<file path="src/rtl/im_pkg.sv">
// Shared instruction-memory constants and loader state encoding.
package im_pkg;

  localparam logic [31:0] IM_BASE_ADDR   = 32'h0000_3000;
  localparam int unsigned IM_DEPTH_WORDS = 4096;
  localparam int unsigned IM_IDX_W       = 12;

  typedef enum logic [1:0] {
    IDLE  = 2'd0,
    RECV  = 2'd1,
    WRITE = 2'd2,
    DONE  = 2'd3
  } im_state_e;

endpackage

</file>
<file path="src/rtl/byte_packer.sv">
// Packs a byte stream big-endian into 32-bit words (first byte lands in [31:24]).
module byte_packer (
  input  logic        clk,
  input  logic        reset,
  input  logic        clear,
  input  logic        shift,
  input  logic [7:0]  data,
  output logic [31:0] word,
  output logic        word_full
);

  logic [1:0] cnt;

  // High in the cycle the fourth byte of a word is being shifted in.
  assign word_full = shift && (cnt == 2'd3);

  always_ff @(posedge clk or negedge reset) begin
    if (!reset) begin
      cnt  <= '0;
      word <= '0;
    end else if (clear) begin
      cnt <= '0;
    end else if (shift) begin
      cnt  <= cnt + 2'd1;
      word <= {word[23:0], data};
    end
  end

endmodule

</file>
<file path="src/rtl/im_loader.sv">
// Byte-stream loader for the instruction memory write port.
// Optional checksum output guarded by IM_LOADER_CHECKSUM_EN.
module im_loader
  import im_pkg::*;
#(
  parameter logic [31:0] BASE_ADDR   = IM_BASE_ADDR,
  parameter int unsigned DEPTH_WORDS = IM_DEPTH_WORDS,
  parameter int unsigned IDX_W       = IM_IDX_W
) (
  input  logic             clk,
  input  logic             reset,
  input  logic             start,
  input  logic [IDX_W:0]   word_count,
  input  logic             in_valid,
  input  logic [7:0]       in_byte,
  output logic             in_ready,
  output logic             we,
  output logic [31:0]      waddr,
  output logic [31:0]      wdata,
  output logic             busy,
  output logic             done
`ifdef IM_LOADER_CHECKSUM_EN
  , output logic [31:0]    checksum
`endif
);

  localparam int unsigned CNT_W = IDX_W + 1;
  localparam logic [CNT_W-1:0] DEPTH_CNT = CNT_W'(DEPTH_WORDS);

  im_state_e        state, state_next;
  logic [CNT_W-1:0] count;
  logic [IDX_W-1:0] idx;
  logic [CNT_W-1:0] clamped;
  logic             accept;
  logic             last_word;
  logic             word_full;

  assign clamped   = (word_count > DEPTH_CNT) ? DEPTH_CNT : word_count;
  assign accept    = in_valid && in_ready;
  assign last_word = (CNT_W'(idx) + CNT_W'(1)) == count;
  assign waddr     = BASE_ADDR + 32'({idx, 2'b00});

  byte_packer u_packer (
    .clk       (clk),
    .reset     (reset),
    .clear     (state == IDLE),
    .shift     (accept),
    .data      (in_byte),
    .word      (wdata),
    .word_full (word_full)
  );

  always_comb begin
    state_next = state;
    in_ready   = 1'b0;
    we         = 1'b0;
    busy       = 1'b1;
    done       = 1'b0;
    unique case (state)
      IDLE: begin
        busy = 1'b0;
        if (start) state_next = (word_count == '0) ? DONE : RECV;
      end
      RECV: begin
        in_ready = 1'b1;
        if (word_full) state_next = WRITE;
      end
      WRITE: begin
        we         = 1'b1;
        state_next = last_word ? DONE : RECV;
      end
      DONE: begin
        done       = 1'b1;
        state_next = IDLE;
      end
      default: state_next = IDLE;
    endcase
  end

  // idx is left on the final word so waddr keeps the last written address in IDLE.
  always_ff @(posedge clk or negedge reset) begin
    if (!reset) begin
      state <= IDLE;
      count <= '0;
      idx   <= '0;
    end else begin
      state <= state_next;
      if (state == IDLE && start) begin
        count <= clamped;
        idx   <= '0;
      end else if (state == WRITE && !last_word) begin
        idx <= idx + IDX_W'(1);
      end
    end
  end

`ifdef IM_LOADER_CHECKSUM_EN
  always_ff @(posedge clk or negedge reset) begin
    if (!reset) begin
      checksum <= '0;
    end else if (state == IDLE && start) begin
      checksum <= '0;
    end else if (we) begin
      checksum <= checksum + wdata;
    end
  end
`else
  // No checksum accumulator in this build.
`endif

endmodule

</file>
<file path="config.mk">
export PLATFORM = sky130hd
export DESIGN_NAME = im_loader
export DESIGN_NICKNAME = d
export VERILOG_FILES = /design/src/rtl/im_pkg.sv /design/src/rtl/byte_packer.sv /design/src/rtl/im_loader.sv
export SDC_FILE = /design/constraint.sdc
export NUM_CORES = 1
export LEC_CHECK = 0
export BUFFER_PORTS_ARGS = -buffer_cell sky130_fd_sc_hd__buf_4
export CORE_MARGIN = 2
export CORE_UTILIZATION = 45
export DETAILED_ROUTE_END_ITERATION = 8
export PLACE_DENSITY = 0.72
export SLEW_MARGIN = 20
export SYNTH_ARGS = -nofsm -noshare
export SYNTH_HDL_FRONTEND = slang
export SYNTH_HIERARCHICAL = 1
export SYNTH_SLANG_ARGS = --single-unit
</file>
<file path="constraint.sdc">
create_clock -name clk -period 4 [get_ports clk]
set_input_delay 0.4 -clock clk [delete_from_list [all_inputs] [get_ports clk]]
set_output_delay 0.4 -clock clk [all_outputs]
set_load 0.005 [all_outputs]
</file>
==> metrics.txt, run 1 <==
first-pass GRT wire length=11100 um; multiplexer area fraction after synthesis=0.168; fin crit share=0.656; Synth top area share=0.455; post-synthesis xor/xnor area fraction=0.0544; f_max=381 MHz; CTS tree=done; reg-to-reg slack, setup=1.38 ns; Final #Nets=369; total gr overflow=0; Hold WS=0.129 ns; fin cells=444; Max VDD drop=0.000415 V; Die Wd=90.4 um; crit start category=flip-flop; fin area=4010 sq um; vias in the first global route=2317; Post-synth EDFFs=0; synth top area cells=dfrtp_1, mux2_4, buf_4; Worst-Skew Late Latency=0.35 ns; RePlAce Congestion=0.767; Fillers=638; share of cells above drive strength 1=0.388; placed cell area=3770 sq um; multi-input logic area=1540 sq um; Reg clk slew, reported paths=0.06 ns; worst r2r src=state[1]; htree depth=3; #FFs+latches synth=61; crit-path max FO=26; Total Routing Usage GR=0.173; routed via count=2260; register share of total power=0.387; # DRC=0; Syn Area/Cell=12.1 sq um; CTS Sinks=61; Hold Buf Count CTS=0; max_cap viols=0; reg2reg end=u_packer/word[20]; Worst-Margin Slew=0.988 ns; register area share after synthesis=0.455; Crit. End Element=flip-flop; pin count of the biggest net entering global routing=62; HPWL after DPL=4770 um; Syn. warnings=6; Critical Path AT=2.85 ns; DR vias/cell=5.09; Hold Path Class=primary input to async pin; Crit Path Class=flip-flop to flip-flop; largest family of logic cells by synthesized area=multiplexers; skew final=0.00916 ns; Max Root-Sink Buffers=2; Final Util=0.553; post-cts resize count=0; ys async rst share=1.00; worst setup margin=1.38 ns; TritonCTS buffer count=9; post-layout minimum cycle time=2.62 ns; Cell Rows=31; status=finished clean; RSZ-0062 raised after global routing=false; switching share of power=0.298; Port Buffer Count=73; Tot Pwr=2.81 mW; per-cell routed wire length=15.0 um; most frequent cell after synthesis=dfrtp_1; Final Setup Violations=0; DRT iter0 DRCs=105; Post-Synth Adder-Cell Area=0.0149; Yosys top cell by area=dfrtp_1; top_reg_cell synth=dfrtp_1; P per Cell Area=701 nW/um^2; # IOs=93; Unique masters post-synth=46; Die H=90.4 um; die area=8170 sq um; combinational share of power=0.379; Clk pwr share=0.234; complex-gate fraction of the synthesized area=0.0626; P_leak=1.91 nW; Final Max Tran Viols=0; FF+latch area=1530 sq um; root buffer cell=clkbuf_8; DP Cell Count=428; critical path required time=4.23 ns; synth-to-layout area growth=19.4%; P_int=1.97 mW; simple-gate portion of the synthesized area=0.136; Final ANT Viol Nets=0; endpoints failing hold=0; Ant. Diodes=0; drt pass-1 iters=4; wirelength, routed=6640 um; Synth Instances=278; post-CTS setup buffer count=0; Setup TNS Final=0 ns; Initial Util=0.463; Sw Pwr=838 uW; worst slew margin relative to its limit=0.340; initial antenna violation count=0; CORE AREA=7250 sq um; synthesized area=3360 sq um; pre-CTS setup slack=1.39 ns; Synth top cells by count=dfrtp_1, buf_4, mux2_4, nand2_1, xnor2_1; Worst Reg2Reg Path Length in Cells=6
[registers in the layout, summed over array words and instances, names as in the netlist]
register       flops
count             13
u_packer/word     32
u_packer/cnt       2
state              2
idx               12
[worst max-delay path, cell delays in order (launching register included)]
cell	delay (ns)
dfrtp_1	0.52
nand2b_1	0.23
inv_1	0.08
and2_1	0.20
nor2b_4	0.84
buf_4	0.33
mux2_4	0.31
[power groups by stage]
stage                     clock (mW)  sequential [mW]  combinational (mW)
after floorplan                    0             1.05               0.760
after global placement             0             1.09                1.04
after global routing           0.702             1.13                1.15
after CTS                      0.670             1.09                1.08
final                          0.656             1.09                1.07
after detailed placement           0             1.10                1.08
[metal layers]
metal / track usage / up-vias / wire length [um]
met5: 0 / - / 0
met2: 0.268 / 107 / 3120
met3: 0.0810 / 22 / 640
li1: - / 1061 / -
met4: 0.0910 / 0 / 207
met1: 0.200 / 1070 / 2670
[placed cells by master, fill, tap and decap left out, types with 2 or more instances in the layout]
cell	netlist	layout
a21oi_1	4	4
a22o_1	11	11
and2_1	2	2
and3_1	4	4
buf_4	31	74
bufinv_16	0	3
clkbuf_8	0	9
conb_1	1	19
dfrtp_1	61	61
ha_1	4	4
inv_1	7	7
mux2_2	3	3
mux2_4	30	30
mux2i_1	8	8
nand2_1	17	17
nand2b_1	6	6
nand3_1	11	11
nand4_1	2	2
nor2_1	9	9
nor4_1	7	7
nor4_2	3	3
nor4b_1	2	2
o211ai_1	2	2
o21ai_0	5	5
or4_1	2	2
xnor2_1	13	13
xor2_1	6	6
[area by class of cell]
cell class | instances | area share
Clock buffer | 10 | 0.0318
Clock inverter | 6 | 0.0278
Inverter | 7 | 0.00656
Multi-Input combinational cell | 187 | 0.383
Sequential cell | 61 | 0.381
Tap cell | 99 | 0.0309
Timing Repair Buffer | 74 | 0.139
[logic make-up after synthesis]
kind of cell / after synthesis
AO/OA/AOI/OAI: 28
XOR/XNOR: 20
adder cells (fa/ha/maj): 4
buffers and inverters: 48
flip-flops: 61
multiplexers: 41
other: 1
AND/OR/NAND/NOR: 75
[worst max-delay path by stage]
stage          startpoint                end  slack, ns  depth (start not counted)
3_5_place_dp     state[1]  u_packer/word[12]       1.39                          6
2_1_floorplan      idx[0]             idx[2]       1.93                          8
6_report         state[1]  u_packer/word[20]       1.38                          6
5_1_grt          state[1]           count[0]       1.19                          4
3_3_place_gp     state[1]  u_packer/word[31]       1.45                          6
4_1_cts          state[1]  u_packer/word[20]       1.39                          6
No activity file was read; power rests on OpenSTA's default activity.
==> run 2, diff against run 1 <==
--- a/config.mk
+++ b/config.mk
@@ -9,7 +9,7 @@
 export CORE_MARGIN = 2
 export CORE_UTILIZATION = 45
 export DETAILED_ROUTE_END_ITERATION = 8
-export PLACE_DENSITY = 0.72
+export PLACE_DENSITY = 0.75
 export SLEW_MARGIN = 20
 export SYNTH_ARGS = -nofsm -noshare
 export SYNTH_HDL_FRONTEND = slang
==> constraint.sdc (replaced) <==
create_clock -name clk -period 2.2 [get_ports clk]
set_input_delay 0.22 -clock clk [delete_from_list [all_inputs] [get_ports clk]]
set_output_delay 0.22 -clock clk [all_outputs]
set_load 0.005 [all_outputs]
==> run 2 against run 1 <==
  * Cell count grew 4.7%
  * Maximum frequency grew 21%
  * First-iteration DRC count shrank 2.9%
  * Clock skew grew 0.0029 ns
  * Cell area grew 5.3%
  * Sequential share of layout area shrank 1.8 points
  * Die area is the same
  * Clock power grew 54%
  * Hold slack lost 0.022 ns
  * Global-route usage grew 0.18 points
  * Non-clock buffer count grew 22
  * Routed wire length grew 4.8%
==> metrics.txt, run 2 (same netlist as run 1, synthesis figures left out) <==
Hold Path Class=primary input to flip-flop; DRT iter0 DRCs=102 (-2.9%); Worst-Skew Late Latency=0.34 ns (about the same); Biggest register=u_packer/word; initial antenna violation count=0 (unchanged); max_cap viols=0 (unchanged); Cell Rows=31 (unchanged); reg2reg end=idx[10]; total gr overflow=0 (unchanged); drt pass-1 iters=4 (unchanged); CTS Sinks=61 (unchanged); routed via count=2322 (+2.7%); Port Buffer Count=73 (unchanged); reg-to-reg slack, setup=0.03 ns (-1.35 ns); vias in the first global route=2335 (+0.78%); TritonCTS buffer count=9 (unchanged); Crit Path Class=flip-flop to flip-flop; crit start category=flip-flop; wirelength, routed=6960 um (+4.8%); first-pass GRT wire length=11300 um (+1.4%); Hold WS=0.107 ns (-0.0221 ns); P_leak=2.00 nW (+4.8%); die area=8170 sq um (unchanged); multi-input logic area=1590 sq um (+3.3%); Final #Nets=391 (+6.0%); root buffer cell=clkbuf_8; most common cell after layout, fill and taps aside=buf_4; worst slew margin relative to its limit=0.511 (+0.171); HPWL after DPL=5010 um (+5.0%); crit-path max FO=16 (-38%); DR vias/cell=4.99 (-1.9%); Crit. End Element=flip-flop; Max VDD drop=0.000707 V (+70%); per-cell routed wire length=15.0 um (about the same); CORE AREA=7250 sq um (unchanged); htree depth=3 (unchanged); f_max=460 MHz (+21%); RePlAce Congestion=0.816 (+6.4%); Die Wd=90.4 um (unchanged); worst hold path endpoint=u_packer/word[6]; RSZ-0062 raised after global routing=true; Reg clk slew, reported paths=0.07 ns (about the same); Critical Path AT=2.43 ns (-0.42 ns); register share of total power=0.387 (about the same); Clk pwr share=0.197 (-0.037); worst r2r src=idx[10]; Sw Pwr=1.59 mW (+89%); Top Registers=u_packer/word: 32 flops, count: 13 flops, idx: 12 flops; max FFs per register=32 (unchanged); P_int=3.52 mW (+78%); Ant. Diodes=0 (unchanged); Hold Crit Start=in_byte[6]; skew final=0.0121 ns (+0.00290 ns); commonest non-fill, non-tap cells in the layout=buf_4, dfrtp_1, mux2_4, conb_1, nand2_1; # DRC=0 (unchanged); share of cells above drive strength 1=0.451 (+0.0624); post-layout minimum cycle time=2.17 ns (-0.449 ns); # IOs=93 (unchanged); Die H=90.4 um (unchanged); status=finished clean; critical path required time=2.45 ns (-1.78 ns); P per Cell Area=1210 nW/um^2 (+72%); Final Setup Violations=0 (unchanged); FF+latch area=1530 sq um (+0.33%); Initial Util=0.463 (unchanged); combinational share of power=0.416 (+0.037); Fillers=641 (+0.47%); endpoints failing hold=0 (unchanged); Max Root-Sink Buffers=2 (unchanged); Worst-Margin Slew=0.733 ns (-0.255 ns); worst setup margin=0.0259 ns (-1.35 ns); synth-to-layout area growth=25.7%; hold depth=2; pre-CTS setup slack=-0.0192 ns (-1.41 ns); CTS tree=done; Worst Reg2Reg Path Length in Cells=9 (+3); switching share of power=0.311 (+0.0126); Total Routing Usage GR=0.175 (+0.00179); pin count of the biggest net entering global routing=62 (unchanged); Final ANT Viol Nets=0 (unchanged); fin crit share=0.988 (+0.332); Final Max Tran Viols=0 (unchanged); Final Util=0.582 (+0.0292)
==> run 2: how the worst max path moves through the flow <==
stage	startpoint	endpoint	slack [ns]	cells past startpoint
after floorplan	idx[0]	idx[2]	0.13	8
after global placement	idx[10]	idx[9]	0.11	8
after detailed placement	idx[2]	idx[9]	-0.02	6
after CTS	idx[2]	idx[9]	0.04	6
after global routing	idx[0]	idx[2]	-0.05	8
final	idx[10]	idx[10]	0.03	9
==> run 2: what timing repair did <==
action / 4_1_cts / 5_1_grt
hold endpoints to repair: 61 / 0
resized for setup: 2 / 11
buffers inserted: 0 / 4
pin swaps: 0 / 5
hold buffers: 1 / 0
endpoints found under the setup margin: 4 / 13
==> run 2: worst max-delay path, stage by stage (launching register included) <==
cell and delay [ns]:
dfrtp_1 0.39, ha_2 0.20, xnor2_1 0.12, and3_1 0.18
o211a_1 0.23, o2111ai_4 0.23, nor2_4 0.07, buf_12 0.15
nor4b_2 0.32, mux2i_1 0.22
==> run 2: cell type report <==
| class | instances | area share |
|---|---|---|
| Inverter | 7 | 0.00623 |
| Timing Repair Buffer | 96 | 0.178 |
| Tap cell | 99 | 0.0294 |
| Clock inverter | 4 | 0.0113 |
| Clock buffer | 11 | 0.0359 |
| Sequential cell | 61 | 0.363 |
| Multi-Input combinational cell | 187 | 0.376 |
==> run 2: power by group through the flow <==
stage | clock, mW | combinational (mW) | sequential, mW
after floorplan | 0 | 1.38 | 1.90
after global placement | 0 | 2.01 | 1.96
after detailed placement | 0 | 2.06 | 1.98
after CTS | 1.02 | 2.06 | 1.97
after global routing | 1.08 | 2.28 | 2.04
final | 1.01 | 2.12 | 1.97
==> run 2: metrics by stage <==
stage	cells	power (mW)	TNS (ns)	cell area, sq um
2_1_floorplan	296	3.28	0	3420
3_3_place_gp	445	3.97	0	3910
3_5_place_dp	445	4.04	-0.0276	3910
4_1_cts	461	5.06	0	4130
5_1_grt	465	5.41	-0.235	4220
6_report	465	5.10	0	4220
==> run 2: routing by layer <==
layer	wire [um]	GRT usage	share of wire
met1	2880	0.208	0.41
met2	3330	0.274	0.48
met3	633	0.0826	0.091
met4	120	0.0692	0.017
met5	0	0	0
==> run 3, diff against run 2 <==
--- a/config.mk
+++ b/config.mk
@@ -7,9 +7,9 @@
 export LEC_CHECK = 0
 export BUFFER_PORTS_ARGS = -buffer_cell sky130_fd_sc_hd__buf_4
 export CORE_MARGIN = 2
-export CORE_UTILIZATION = 45
+export CORE_UTILIZATION = 30
 export DETAILED_ROUTE_END_ITERATION = 8
-export PLACE_DENSITY = 0.75
+export PLACE_DENSITY = 0.55
 export SLEW_MARGIN = 20
 export SYNTH_ARGS = -nofsm -noshare
 export SYNTH_HDL_FRONTEND = slang
==> run 3 against run 2 <==
  * Setup slack improved by 0.010 ns
  * Clock-buffer cell count decreased by 1
  * First-iteration DRC count down 7.8%
  * Utilization shrank 17 points
  * Largest cell class unchanged
==> metrics.txt, run 3 (same netlist as run 1, synthesis figures left out) <==
DRT iter0 DRCs=94 (-7.8%); P per Cell Area=1170 nW/um^2 (-2.9%); placed cell area=4020 sq um (+2.8%); fin cells=517 (+11%); worst setup margin=0.0359 ns (+0.00997 ns); Hold Crit Start=in_byte[7]; TritonCTS buffer count=9 (unchanged); Reg clk slew, reported paths=0.07 ns (about the same); status=finished clean; reg-to-reg slack, setup=0.04 ns (about the same); pre-CTS setup slack=-0.0136 ns (+0.00554 ns); worst hold path endpoint=u_packer/word[7]; root buffer cell=clkbuf_8; Die H=110 um (+21%); register share of total power=0.375 (-0.012); critical path required time=2.47 ns (+0.02 ns); Final Setup Violations=0 (unchanged); crit start category=flip-flop; wirelength, routed=7470 um (+7.3%); Final Max Tran Viols=0 (unchanged); fin area=4430 sq um (+5.0%); most common cell after layout, fill and taps aside=buf_4; DR vias/cell=4.51 (-9.6%); worst slew margin relative to its limit=0.484 (-0.0278); Worst Reg2Reg Path Length in Cells=9 (unchanged); Top Registers=u_packer/word: 32 flops, count: 13 flops, idx: 12 flops; multi-input logic area=1640 sq um (+3.2%); initial antenna violation count=0 (unchanged); # IOs=93 (unchanged); skew final=0.0102 ns (-0.00184 ns); share of cells above drive strength 1=0.472 (+0.0213); htree depth=3 (unchanged); crit-path max FO=8 (-8); CTS Sinks=61 (unchanged); combinational share of power=0.416 (about the same); vias in the first global route=2332 (-0.13%); Tot Pwr=5.20 mW (+2.0%); hold depth=2 (unchanged); Sw Pwr=1.60 mW (+0.95%); P_leak=2.10 nW (+4.9%); Ant. Diodes=0 (unchanged); Critical Path AT=2.44 ns (about the same); RePlAce Congestion=0.836 (+2.4%); CTS tree=done; Cell Rows=38 (+23%); synth-to-layout area growth=31.9%; endpoints failing hold=0 (unchanged); die area=12100 sq um (+48%); worst r2r src=idx[10]; total gr overflow=0 (unchanged); Crit Path Class=flip-flop to flip-flop; Max VDD drop=0.000719 V (+1.6%); f_max=462 MHz (+0.46%); Final #Nets=401 (+2.6%); Initial Util=0.308 (-0.155); per-cell routed wire length=14.4 um (-3.5%); Crit. End Element=flip-flop; Max Root-Sink Buffers=2 (unchanged); Worst-Skew Late Latency=0.33 ns (about the same); Fillers=1059 (+65%); P_int=3.60 mW (+2.4%); Biggest register=u_packer/word; post-layout minimum cycle time=2.16 ns (-0.00997 ns); Die Wd=110 um (+21%); CORE AREA=10900 sq um (+50%); max_cap viols=0 (unchanged); switching share of power=0.308 (-0.00307); routed via count=2333 (+0.47%); Port Buffer Count=73 (unchanged); HPWL after DPL=5320 um (+6.2%); max FFs per register=32 (unchanged); Worst-Margin Slew=0.775 ns (+0.0417 ns); Final ANT Viol Nets=0 (unchanged); DP Cell Count=492 (+11%); Hold Path Class=primary input to flip-flop; first-pass GRT wire length=11700 um (+3.8%); drt pass-1 iters=4 (unchanged); fin crit share=0.984 (-0.00453); pin count of the biggest net entering global routing=62 (unchanged); Setup TNS Final=0 ns (unchanged); # DRC=0 (unchanged); Total Routing Usage GR=0.128 (-0.0471); Clk pwr share=0.209 (+0.012); reg2reg end=idx[4]; commonest non-fill, non-tap cells in the layout=buf_4, dfrtp_1, mux2_4, conb_1, nand2_1; FF+latch area=1530 sq um (-0.24%)
-- run 3: cell types whose count changed in the layout (fill, tap and decap cells not counted), moves of 3 or more --
cell,change
buf_4,+8
nand3_2,+4
dfrtp_1,+3
dfrtp_2,-3
nand3_1,-3
-- run 3: critical path, cell delays in order, from the launching register on --
cell	delay (ns)
dfrtp_1	0.40
buf_6	0.13
xor2_2	0.15
and3_1	0.18
o211a_1	0.23
o2111ai_4	0.22
nor2_4	0.09
clkbuf_16	0.17
or4_4	0.48
nand3_2	0.08
-- run 3: metrics by stage --
stage | utilization | hold WS (ns)
2_1_floorplan | - | -0.0756
3_3_place_gp | 0.369 | 0.354
3_5_place_dp | 0.369 | 0.353
4_1_cts | 0.390 | 0.0912
5_1_grt | 0.407 | 0.0877
6_report | 0.407 | 0.109
-- run 3: how the worst max path moves through the flow --
stage | start | to | slack (ns) | cells past startpoint
6_report | idx[10] | idx[4] | 0.04 | 9
5_1_grt | idx[10] | idx[3] | -0.04 | 9
4_1_cts | idx[10] | idx[10] | 0.01 | 9
3_5_place_dp | idx[10] | idx[9] | -0.01 | 9
3_3_place_gp | idx[10] | idx[9] | 0.05 | 9
2_1_floorplan | idx[0] | idx[2] | 0.13 | 8
-- run 3: power by group through the flow --
stage | clock [mW] | sequential (mW) | combinational (mW)
finish | 1.09 | 1.95 | 2.16
global route | 1.16 | 2.03 | 2.36
CTS | 1.12 | 1.95 | 2.08
detailed placement | 0 | 1.96 | 2.08
global placement | 0 | 1.95 | 2.06
floorplan | 0 | 1.90 | 1.38
-- run 3: layout make-up --
cell class | instances | share of cell area
timing repair buffer | 106 | 0.192
inverter | 7 | 0.00593
clock inverter | 6 | 0.0195
tap | 140 | 0.0395
sequential | 61 | 0.345
clock buffer | 10 | 0.0288
multi-input combinational | 187 | 0.370
-- run 3: timing repair --
item	CTS	global route
gates cloned	0	1
hold buffers	1	0
hold endpoints to repair	45	0
setup buffers	0	7
setup endpoints to repair	1	8
pin swaps	0	9
gates resized for setup	1	18
-- run 3: layer usage --
layer | global-route usage | wire [um]
met5 | 0 | 0
met4 | 0.0389 | 102
met3 | 0.0587 | 627
met1 | 0.164 | 3310
met2 | 0.191 | 3430
